<file path="config.mk">
export PLATFORM = sky130hd
export DESIGN_NAME = sram_axi_bridge
export DESIGN_NICKNAME = d
export VERILOG_FILES = /design/src/rtl/sram_axi_bridge.sv
export SDC_FILE = /design/constraint.sdc
export NUM_CORES = 1
export LEC_CHECK = 0
export CAP_MARGIN = 20
export CORE_UTILIZATION = 27
export DETAILED_ROUTE_END_ITERATION = 8
export PLACE_DENSITY = 0.71
export SLEW_MARGIN = 10
export SYNTH_ARGS = -nofsm -noshare
export SYNTH_HDL_FRONTEND = slang
export SYNTH_SLANG_ARGS = --single-unit
</file>
<file path="constraint.sdc">
create_clock -name aclk_0 -period 2.4 [get_ports aclk_0]
set_clock_uncertainty 0.2 [all_clocks]
set_input_delay 0.24 -clock aclk_0 [delete_from_list [all_inputs] [get_ports aclk_0]]
set_output_delay 0.24 -clock aclk_0 [all_outputs]
set_load 0.1 [all_outputs]
</file>
<file path="src/rtl/sram_axi_bridge.sv">
// Single-outstanding SRAM-like request port to AXI3 master bridge.
// Issues one single-beat read or write at a time and holds AXI valids until handshake.
module sram_axi_bridge #(
    parameter logic [3:0] ID = 4'd0
) (
    input  logic        aclk_0,
    input  logic        areset_0,
    input  logic        req,
    input  logic        wr,
    input  logic [1:0]  size,
    input  logic [31:0] addr,
    input  logic [31:0] wdata,
    output logic        addr_ok,
    output logic        data_ok,
    output logic [31:0] rdata,
    output logic        err,
    output logic [3:0]  M_AXI_arid,
    output logic [31:0] M_AXI_araddr,
    output logic [7:0]  M_AXI_arlen,
    output logic [2:0]  M_AXI_arsize,
    output logic [1:0]  M_AXI_arburst,
    output logic [1:0]  M_AXI_arlock,
    output logic [3:0]  M_AXI_arcache,
    output logic [2:0]  M_AXI_arprot,
    output logic        M_AXI_arvalid,
    input  logic        M_AXI_arready,
    input  logic [3:0]  M_AXI_rid,
    input  logic [31:0] M_AXI_rdata,
    input  logic [1:0]  M_AXI_rresp,
    input  logic        M_AXI_rlast,
    input  logic        M_AXI_rvalid,
    output logic        M_AXI_rready,
    output logic [3:0]  M_AXI_awid,
    output logic [31:0] M_AXI_awaddr,
    output logic [7:0]  M_AXI_awlen,
    output logic [2:0]  M_AXI_awsize,
    output logic [1:0]  M_AXI_awburst,
    output logic [1:0]  M_AXI_awlock,
    output logic [3:0]  M_AXI_awcache,
    output logic [2:0]  M_AXI_awprot,
    output logic        M_AXI_awvalid,
    input  logic        M_AXI_awready,
    output logic [3:0]  M_AXI_wid,
    output logic [31:0] M_AXI_wdata,
    output logic [3:0]  M_AXI_wstrb,
    output logic        M_AXI_wlast,
    output logic        M_AXI_wvalid,
    input  logic        M_AXI_wready,
    input  logic [3:0]  M_AXI_bid,
    input  logic [1:0]  M_AXI_bresp,
    input  logic        M_AXI_bvalid,
    output logic        M_AXI_bready
);

    typedef enum logic [2:0] {IDLE, RD_ADDR, RD_DATA, WR_REQ, WR_RESP} state_t;

    state_t      state, state_nxt;
    logic [31:0] buf_addr, buf_wdata;
    logic [1:0]  buf_size;
    logic [3:0]  buf_strb, strb_nxt;
    logic        aw_done, w_done;
    logic        accept;
    logic [2:0]  axsize;

    // Single-beat transfers only: responses carry no information we need beyond data/resp.
    logic unused_inputs;
    assign unused_inputs = ^{M_AXI_rid, M_AXI_rlast, M_AXI_bid};

    assign addr_ok = (state == IDLE) && !areset_0;
    assign accept  = req && addr_ok;

    always_comb begin
        case (size)
            2'd0:    strb_nxt = 4'b0001 << addr[1:0];
            2'd1:    strb_nxt = 4'b0011 << {addr[1], 1'b0};
            default: strb_nxt = 4'b1111;
        endcase
    end

    always_ff @(posedge aclk_0) begin
        if (areset_0) state <= IDLE;
        else          state <= state_nxt;
    end

    always_comb begin
        state_nxt     = state;
        M_AXI_arvalid = 1'b0;
        M_AXI_rready  = 1'b0;
        M_AXI_awvalid = 1'b0;
        M_AXI_wvalid  = 1'b0;
        M_AXI_bready  = 1'b0;
        case (state)
            IDLE: begin
                if (req) state_nxt = wr ? WR_REQ : RD_ADDR;
            end
            RD_ADDR: begin
                M_AXI_arvalid = 1'b1;
                if (M_AXI_arready) state_nxt = RD_DATA;
            end
            RD_DATA: begin
                M_AXI_rready = 1'b1;
                if (M_AXI_rvalid) state_nxt = IDLE;
            end
            WR_REQ: begin
                M_AXI_awvalid = !aw_done;
                M_AXI_wvalid  = !w_done;
                // Address and data channels may complete in either order or together.
                if ((aw_done || M_AXI_awready) && (w_done || M_AXI_wready))
                    state_nxt = WR_RESP;
            end
            WR_RESP: begin
                M_AXI_bready = 1'b1;
                if (M_AXI_bvalid) state_nxt = IDLE;
            end
            default: state_nxt = IDLE;
        endcase
    end

    always_ff @(posedge aclk_0) begin
        if (areset_0) begin
            buf_addr  <= '0;
            buf_wdata <= '0;
            buf_size  <= '0;
            buf_strb  <= '0;
        end else if (accept) begin
            buf_addr  <= addr;
            buf_wdata <= wdata;
            buf_size  <= size;
            buf_strb  <= strb_nxt;
        end
    end

    always_ff @(posedge aclk_0) begin
        if (areset_0) begin
            aw_done <= 1'b0;
            w_done  <= 1'b0;
        end else if (accept && wr) begin
            aw_done <= 1'b0;
            w_done  <= 1'b0;
        end else begin
            if (M_AXI_awvalid && M_AXI_awready) aw_done <= 1'b1;
            if (M_AXI_wvalid && M_AXI_wready)   w_done  <= 1'b1;
        end
    end

    always_ff @(posedge aclk_0) begin
        if (areset_0) begin
            data_ok <= 1'b0;
            err     <= 1'b0;
            rdata   <= '0;
        end else begin
            data_ok <= 1'b0;
            err     <= 1'b0;
            if (state == RD_DATA && M_AXI_rvalid) begin
                data_ok <= 1'b1;
                err     <= (M_AXI_rresp != 2'b00);
                rdata   <= M_AXI_rdata;
            end else if (state == WR_RESP && M_AXI_bvalid) begin
                data_ok <= 1'b1;
                err     <= (M_AXI_bresp != 2'b00);
            end
        end
    end

    assign axsize = {1'b0, (buf_size == 2'd3) ? 2'd2 : buf_size};

    assign M_AXI_arid    = ID;
    assign M_AXI_araddr  = buf_addr;
    assign M_AXI_arlen   = 8'd0;
    assign M_AXI_arsize  = axsize;
    assign M_AXI_arburst = 2'b01;
    assign M_AXI_arlock  = 2'b00;
    assign M_AXI_arcache = 4'b0000;
    assign M_AXI_arprot  = 3'b000;

    assign M_AXI_awid    = ID;
    assign M_AXI_awaddr  = buf_addr;
    assign M_AXI_awlen   = 8'd0;
    assign M_AXI_awsize  = axsize;
    assign M_AXI_awburst = 2'b01;
    assign M_AXI_awlock  = 2'b00;
    assign M_AXI_awcache = 4'b0000;
    assign M_AXI_awprot  = 3'b000;

    assign M_AXI_wid     = ID;
    assign M_AXI_wdata   = buf_wdata;
    assign M_AXI_wstrb   = buf_strb;
    assign M_AXI_wlast   = 1'b1;

endmodule

</file>
# After elaboration in Yosys (flattened, before gate mapping)
# Index checks and enable logic that the tools add are counted.
[totals]
register_bits = 109
inputBits = 120
out_inout_bits = 197
word_cells = 60
[classes]
eq_ne = 11
n_shift = 2
muxes = 18
n_reduce_logical = 19
[op_table]
columns = ["cell", "count"]
rows = [
  ["2-to-1 mux 3 bit", 5],
  ["case mux 3 bit (5 select lines)", 1],
  ["!= test 2 bit, second input constant", 5],
  ["2-to-1 mux 1 bit", 9],
  ["logical AND 1 bit", 8],
  ["case mux 4 bit (2 select lines)", 1],
  ["equality test 3 x 2 -> 1 bit, second input constant", 2],
  ["AND reduction 5 bit", 1],
  ["2-to-1 mux 2 bit", 2],
  ["nonzero test 2 bit", 2],
  ["<< shifter 1 x 2 -> 4 bit, first input constant", 1],
  ["<< shifter 2 x 2 -> 4 bit, first input constant", 1],
  ["equality test 3 x 1 -> 1 bit, second input constant", 1],
  ["equality test 3 bit, second input constant", 1],
  ["logical NOT 1 bit", 3],
  ["logical NOT 3 bit", 1],
  ["equality test 2 x 1 -> 1 bit, second input constant", 1],
  ["equality test 2 bit, second input constant", 1],
  ["logical NOT 2 bit", 1],
  ["logical OR 1 bit", 2],
  ["OR reduction 2 bit", 1],
]

# Logic depth before layout (Yosys ltp)
# Gate-level depths: netlist of run 1.
[logic_depth]
depth_word = 5
ltp_mapped = 7
ltp_nobuf = 4

# Worst setup path before layout of run 1
# No wires, ideal clock.
[synth_path]
path_type = "reg-to-reg"
start = "reg state[2]"
end = "reg rdata[10]"
setup_time_ps = 132
t_arrival_ps = 3626
t_required_ps = 2068
setup_slack_ps = -1559
stages_incl_launch_ff = 7
n_path_buf = 2
path_cell_list = "dfxtp_1 -> buf_2 -> nor3b_1 -> nand2_1 -> clkbuf_1 -> nand2_1 -> a21oi_1"
[synth_between]
elab_chain_cells = 2
[synth_rtl]
columns = ["element", "line", "rtl"]
rows = [
  ["start: declaration", "57", "state_t state, state_nxt;"],
  ["start signal: assignment", "82", "else state <= state_nxt;"],
  ["equality test 3 x 2 -> 1 bit", "154", "if (state == RD_DATA && M_AXI_rvalid) begin"],
  ["logical AND 1 bit", "154", ""],
  ["end signal: assignment", "157", "rdata <= M_AXI_rdata;"],
  ["end: declaration", "15", "output logic [31:0] rdata,"],
]
# No other way between the ends.
# A chain may end at the register's enable or synchronous reset.

# Worst setup path after layout of run 1
[layout_path]
start = "reg state[0]"
end = "reg state[1]"
[layout_between]
elab_chain_cells = 3
[layout_rtl]
columns = ["element", "line", "rtl"]
rows = [
  ["equality test 3 x 2 -> 1 bit (tied with other cells)", "92", "case (state)"],
  ["!= test 2 bit (no line)", "n/a", ""],
  ["AND reduction 5 bit (no line)", "n/a", ""],
]
# Parallel ways exist; a longest one is shown, timed or not.

==> results of run 1 <==
[power groups by stage]
| stage | Sequential [W] | Combinational [W] | Clock [W] |
|---|---|---|---|
| floorplan | 0.00338 | 0.00156 | 0 |
| detailed placement | 0.00218 | 0.00330 | 0 |
| finish | 0.00214 | 0.00329 | 0.00142 |
| global placement | 0.00217 | 0.00329 | 0 |
| global route | 0.00216 | 0.00339 | 0.00155 |
| CTS | 0.00214 | 0.00330 | 0.00148 |
[metal layers]
metal | wire length, um | vias up
li1 | - | 2140
met1 | 5320 | 1970
met2 | 6350 | 185
met3 | 1150 | 11
met4 | 175 | 0
met5 | 0 | -
[registers in the layout, indices dropped and copies added, names as in the netlist]
signal	cells
M_AXI_wstrb	4
state	3
buf_size	2
w_done	1
err	1
rdata	32
M_AXI_araddr	32
aw_done	1
M_AXI_wdata	32
data_ok	1
[worst max-delay path by stage]
stage	depth (start not counted)	end
2_1_floorplan	6	M_AXI_wstrb[2]
6_report	4	state[1]
3_5_place_dp	5	state[1]
5_1_grt	5	rdata[10]
4_1_cts	4	state[1]
3_3_place_gp	5	state[1]
[kinds of logic (layout without fill, tap and decap cells)]
| family | after synthesis | count (layout) | share of synthesized area |
|---|---|---|---|
| simple gates | 300 | 300 | 0.303 |
| buf+inv | 126 | 277 | 0.173 |
| flops | 109 | 109 | 0.461 |
| compound gates | 51 | 51 | 0.0590 |
| other cells | 2 | 53 | 0.00159 |
| mux | 1 | 1 | 0.00212 |
[final cells by class]
| cell class | instances | area share |
|---|---|---|
| Timing Repair Buffer | 261 | 0.329 |
| Sequential cell | 109 | 0.310 |
| Multi-Input combinational cell | 405 | 0.281 |
| Tap cell | 225 | 0.0400 |
| Clock buffer | 10 | 0.0325 |
| Clock inverter | 5 | 0.00640 |
| Inverter | 1 | 0.000533 |
[layout by cell type (no fill, tap or decap), types with 2 or more instances in the layout]
cell / netlist / final
a211oi_2: 0 / 4
a21oi_1: 40 / 40
and2_1: 4 / 3
buf_12: 0 / 7
buf_4: 88 / 145
clkbuf_16: 0 / 9
clkdlybuf4s50_1: 0 / 109
clkinv_4: 0 / 2
conb_1: 2 / 53
dfxtp_1: 109 / 109
nand2_1: 199 / 198
nand3b_1: 65 / 65
nor2_1: 14 / 14
nor2b_1: 3 / 2
nor3_1: 7 / 5
nor3_2: 0 / 2
o21ai_0: 4 / 4
[through the flow]
step                      area [um2]  cells
after floorplan                 5070    640
after global placement          6770   1001
after detailed placement        6770   1001
after CTS                       7040   1016
after global routing            7040   1016
final                           7040   1016
[worst register-to-register path: cells and delay by family, from the launching register on]
family           cells  cell delay [ns]
flip-flops           1             0.68
AO/OA/AOI/OAI        2             0.50
multiplexers         1             0.19
AND/OR/NAND/NOR      1             0.47
==> out/results.ini, run 1 <==
[run_status]
outcome = finished, final reports clean

[worst_setup_path]
slowest_stage = dfxtp_1
cp_max_fo = 13
cp_top_family = flip-flops
endpoint_kind = flop
crit_required_ns = 2.47
r2r_setup_slack_ns = 0.28
startpoint_type = flop
cp_slowest_stage_delay_ns = 0.68
worst_ep_arrival_time_ns = 2.19
reg2regPathDepth = 4
r2r_start = state[0]
startpoint = state[0]
path_buf_inv = 0
regToRegEndpoint = state[1]
cp_cell_sequence = mux2i_1 -> a221o_1 -> or4_1 -> a21oi_1
path_class = reg2reg

[synthesis]
synthTopCellsByArea = dfxtp_1 (46%), nand2_1 (16%), buf_4 (14%)
synth-seq-area-share = 0.461
async_flop_share = 0
synthFlopType = dfxtp_1
yosysMostFrequentCell = nand2_1
yosysWarningCount = 0
netlist_top_cells_count = nand2_1 (199), dfxtp_1 (109), buf_4 (88)
synth_seq_cells = 109
synth.top_cell.area_share = 0.461
synth_edf_count = 0
avgSynthCellArea_um2 = 8.03
synthDistinctLibCells = 26
syn_inst = 589
synth_area_um2 = 4730
synth_top_area_cell = dfxtp_1

[global_route]
grt_pass1_vias = 3796
grt_util_met1 = 0.159
grt_pass1_wl_um = 19600
grt_use_met3 = 0.0457
grt.overflow.total = 0
antenna_found_initial = 0
grt_max_degree = 109
grt_usage = 0.138
met2_usage = 0.237
grt_busiest_layer = met2

[power_and_ir_drop]
pwr-share-clk = 0.208
switchingPower_w = 0.00348
p_seq_frac = 0.312
p_per_area_nw_per_um2 = 972
total_power_w = 0.00685
power_frac_comb = 0.480
intPower_w = 0.00337
p_leak_nw = 3.22
switching_share = 0.508
ir_worst_vdd_mv = 0.463

[timing]
worst_slew_pin_slew_ns = 0.558
slew_headroom = 0.628
fmaxAchievable_mhz = 472
hold_viol = 0
fin_ws_ns = 0.283
setup_viol = 0
slew_viol_final = 0
setup_tns_ns = 0
period_minus_slack_ns = 2.12
rsz0062_at_grt = no
hold_ws_ns = 0.216
period_share = 0.882

[route]
dr.pass1.iters = 4
drtAntennaViolNets = 0
num_vias = 4306
drc = 0
wirelength_um = 13000
wire_per_inst_um = 12.8
vias_per_cell = 4.24
drt_iter0_drc = 101

[worst_hold_path]
min_path_type = in2reg
hold-path-endpoint = M_AXI_wdata[8]
hold_path_startpoint = wdata[8]
whs_path_depth = 3

[cells_and_area]
syn2layout_area_growth_pct = 48.9
finalNetCount = 907
drive_gt1_frac = 0.225
num_antenna_cells = 0
multi_input_area_um2 = 1980
final_core_util = 0.410
regArea_um2 = 2180
num-fill-cells = 1770

[floorplan]
dieHeight_um = 134
die_x_um = 134
dieArea_um2 = 18000
row_count = 48
initial_core_util = 0.275
core_area_um2 = 17200
io_pins = 317

[clock_network]
clock-root-buffer = clkbuf_16
holdBufCountCts = 0
ctsResizeCount = 0
clk_pin_slew_ns = 0.08
cts_buffers = 9
cts_num_sinks = 109
h-tree-depth = 3
clockBufferDepth = 2
insertion_delay_ns = 0.35
cts_setup_buffers = 0
cts_tree = yes

[place]
dp_hpwl_um = 9100
io_buffers = 254
gp_congestion = 0.749
dp_slack_ns = 0.270

[job]
cap_viol_max_count = 0

(Power assumes the default switching activity.)
==> run 2, diff against run 1 <==
--- a/config.mk
+++ b/config.mk
@@ -8,6 +8,7 @@
 export CAP_MARGIN = 20
 export CORE_UTILIZATION = 27
 export DETAILED_ROUTE_END_ITERATION = 8
+export HOLD_SLACK_MARGIN = 0.06
 export PLACE_DENSITY = 0.71
 export SLEW_MARGIN = 10
 export SYNTH_ARGS = -nofsm -noshare
==> results of run 2 <==
No change in the layout: final DEF, timing and power equal those of run 1.
==> run 3, diff against run 2 <==
==> constraint.sdc (replaced) <==
create_clock -name aclk_0 -period 2.7 [get_ports aclk_0]
set_clock_uncertainty 0.2 [all_clocks]
set_input_delay 0.27 -clock aclk_0 [delete_from_list [all_inputs] [get_ports aclk_0]]
set_output_delay 0.27 -clock aclk_0 [all_outputs]
set_load 0.1 [all_outputs]
==> run 3 against run 2 <==
Register-to-register slack improved by 0.33 ns; largest power group unchanged; worst hold slack improved by 0.030 ns; die area unchanged; sequential share of layout area increased by 0.18 points; cell area decreased by 0.57%; largest cell class unchanged; non-clock buffer count increased by 3; global-route usage increased by 0.70 points.
==> out/results.ini, run 3 (same netlist as run 1, synthesis figures left out) <==
[worst_setup_path]
reg2regPathDepth = 4  ; unchanged
path_class = reg2out
startpoint_type = flop
crit_required_ns = 2.23  ; -0.24 ns
endpoint_kind = primary output
cp_max_fo = 13  ; unchanged
worst_ep_arrival_time_ns = 1.65  ; -0.54 ns

[power_and_ir_drop]
p_per_area_nw_per_um2 = 879  ; -9.6%
p_leak_nw = 3.22  ; about the same
ir_worst_vdd_mv = 0.427  ; -7.8%
total_power_w = 0.00615  ; -10%

[clock_network]
ctsResizeCount = 0  ; unchanged
clockBufferDepth = 2  ; unchanged
cts_setup_buffers = 0  ; unchanged
cts_num_sinks = 109  ; unchanged
cts_buffers = 9  ; unchanged
insertion_delay_ns = 0.35  ; about the same
clk_pin_slew_ns = 0.07  ; about the same
clock-root-buffer = clkbuf_16
cts_tree = yes
holdBufCountCts = 0  ; unchanged
h-tree-depth = 3  ; unchanged

[job]
cap_viol_max_count = 0  ; unchanged

[route]
dr.pass1.iters = 5  ; +1
wirelength_um = 13300  ; +2.7%
num_vias = 4295  ; -0.26%
drtAntennaViolNets = 0  ; unchanged
wire_per_inst_um = 13.1  ; +2.3%
drc = 0  ; unchanged
drt_iter0_drc = 142  ; +41%
vias_per_cell = 4.21  ; -0.65%

[timing]
rsz0062_at_grt = no
fmaxAchievable_mhz = 472
slew_viol_final = 0  ; unchanged
setup_viol = 0  ; unchanged
worst_slew_pin_slew_ns = 0.690  ; +0.132 ns
slew_headroom = 0.540  ; -0.0877
hold_viol = 0  ; unchanged
period_minus_slack_ns = 2.12
period_share = 0.784
setup_tns_ns = 0  ; unchanged

[global_route]
grt_pass1_vias = 3859  ; +1.7%
grt_util_met1 = 0.177  ; +0.0175
grt_busiest_layer = met2
grt_usage = 0.145  ; +0.00695
grt_max_degree = 78  ; -28%
grt.overflow.total = 0  ; unchanged
met2_usage = 0.243  ; +0.00633
grt_pass1_wl_um = 20400  ; +4.0%
antenna_found_initial = 0  ; unchanged
grt_use_met3 = 0.0351  ; -0.0106

[place]
dp_hpwl_um = 9780  ; +7.5%
io_buffers = 254  ; unchanged
placed_cells = 1004  ; +0.30%
gp_congestion = 0.744  ; -0.68%

[floorplan]
row_count = 48  ; unchanged
io_pins = 317  ; unchanged
dieHeight_um = 134  ; unchanged
die_x_um = 134  ; unchanged
core_area_um2 = 17200  ; unchanged
dieArea_um2 = 18000  ; unchanged
initial_core_util = 0.275  ; unchanged

[worst_hold_path]
whs_path_depth = 3  ; unchanged
min_path_type = in2reg

[cells_and_area]
mostFrequentLayoutCell = nand2_1
finalNetCount = 910  ; +0.33%
syn2layout_area_growth_pct = 48.0
drive_gt1_frac = 0.219  ; -0.00616
layout_common_cells = nand2_1 (198), buf_4 (152), dfxtp_1 (109), clkdlybuf4s50_1 (109), nand3b_1 (65)
stdcell_count = 1020  ; +0.39%
num_antenna_cells = 0  ; unchanged

[run_status]
outcome = finished, final reports clean

run 3: cell types whose count changed in the layout (fill, tap and decap cells not counted), moves of 2 or more:
cell / before / now
a211oi_2: 4 / 0
buf_4: 145 / 152
a211oi_1: 0 / 4
clkinv_2: 0 / 2
nor3_1: 5 / 7
nor3_2: 2 / 0
clkinv_4: 2 / 0
buf_12: 7 / 3
run 3: path summary, 6_finish.rpt:
kind	start	end	slack, ns
setup reg to reg	state[0]	state[1]	0.61
setup / recovery	state[0]	M_AXI_awvalid	0.58
hold reg to reg	rdata[1]	rdata[1]	0.26
hold / removal	wdata[10]	M_AXI_wdata[10]	0.25
run 3: through the flow:
step	setup slack, ns	utilization	hold slack [ns]	area (um2)
2_1_floorplan	0.0302	-	0.167	4950
3_5_place_dp	0.554	0.391	0.247	6710
4_1_cts	0.531	0.408	0.230	7000
6_report	0.583	0.408	0.246	7000
5_1_grt	0.393	0.408	0.227	7000
3_3_place_gp	0.561	0.391	0.242	6710
run 3: critical path: stages (launching register included):
cell      delay (ns)
dfxtp_1         0.66
nand3b_1        0.20
nor2_1          0.13
buf_4           0.30
run 3: final cells by class:
class	instances	area, um2
flip-flops and latches	109	2180
well taps	225	282
clock buffers	12	246
repair buffers	264	2290
inverters	1	3.75
fillers	1783	10200
clock inverters	4	47.5
multi-input cells	405	1950
run 3: layer usage:
metal | wire length, um | share of wire
met1 | 5730 | 0.43
met2 | 6480 | 0.49
met3 | 895 | 0.067
met4 | 246 | 0.018
met5 | 0 | 0
run 3: power by group:
group          switching, W  total (W)  internal [W]  leakage (nW)
Clock              0.000604    0.00135      0.000744         0.143
Combinational       0.00233    0.00291      0.000574          2.19
Sequential         0.000126    0.00190       0.00177         0.891
Total               0.00306    0.00615       0.00309          3.22
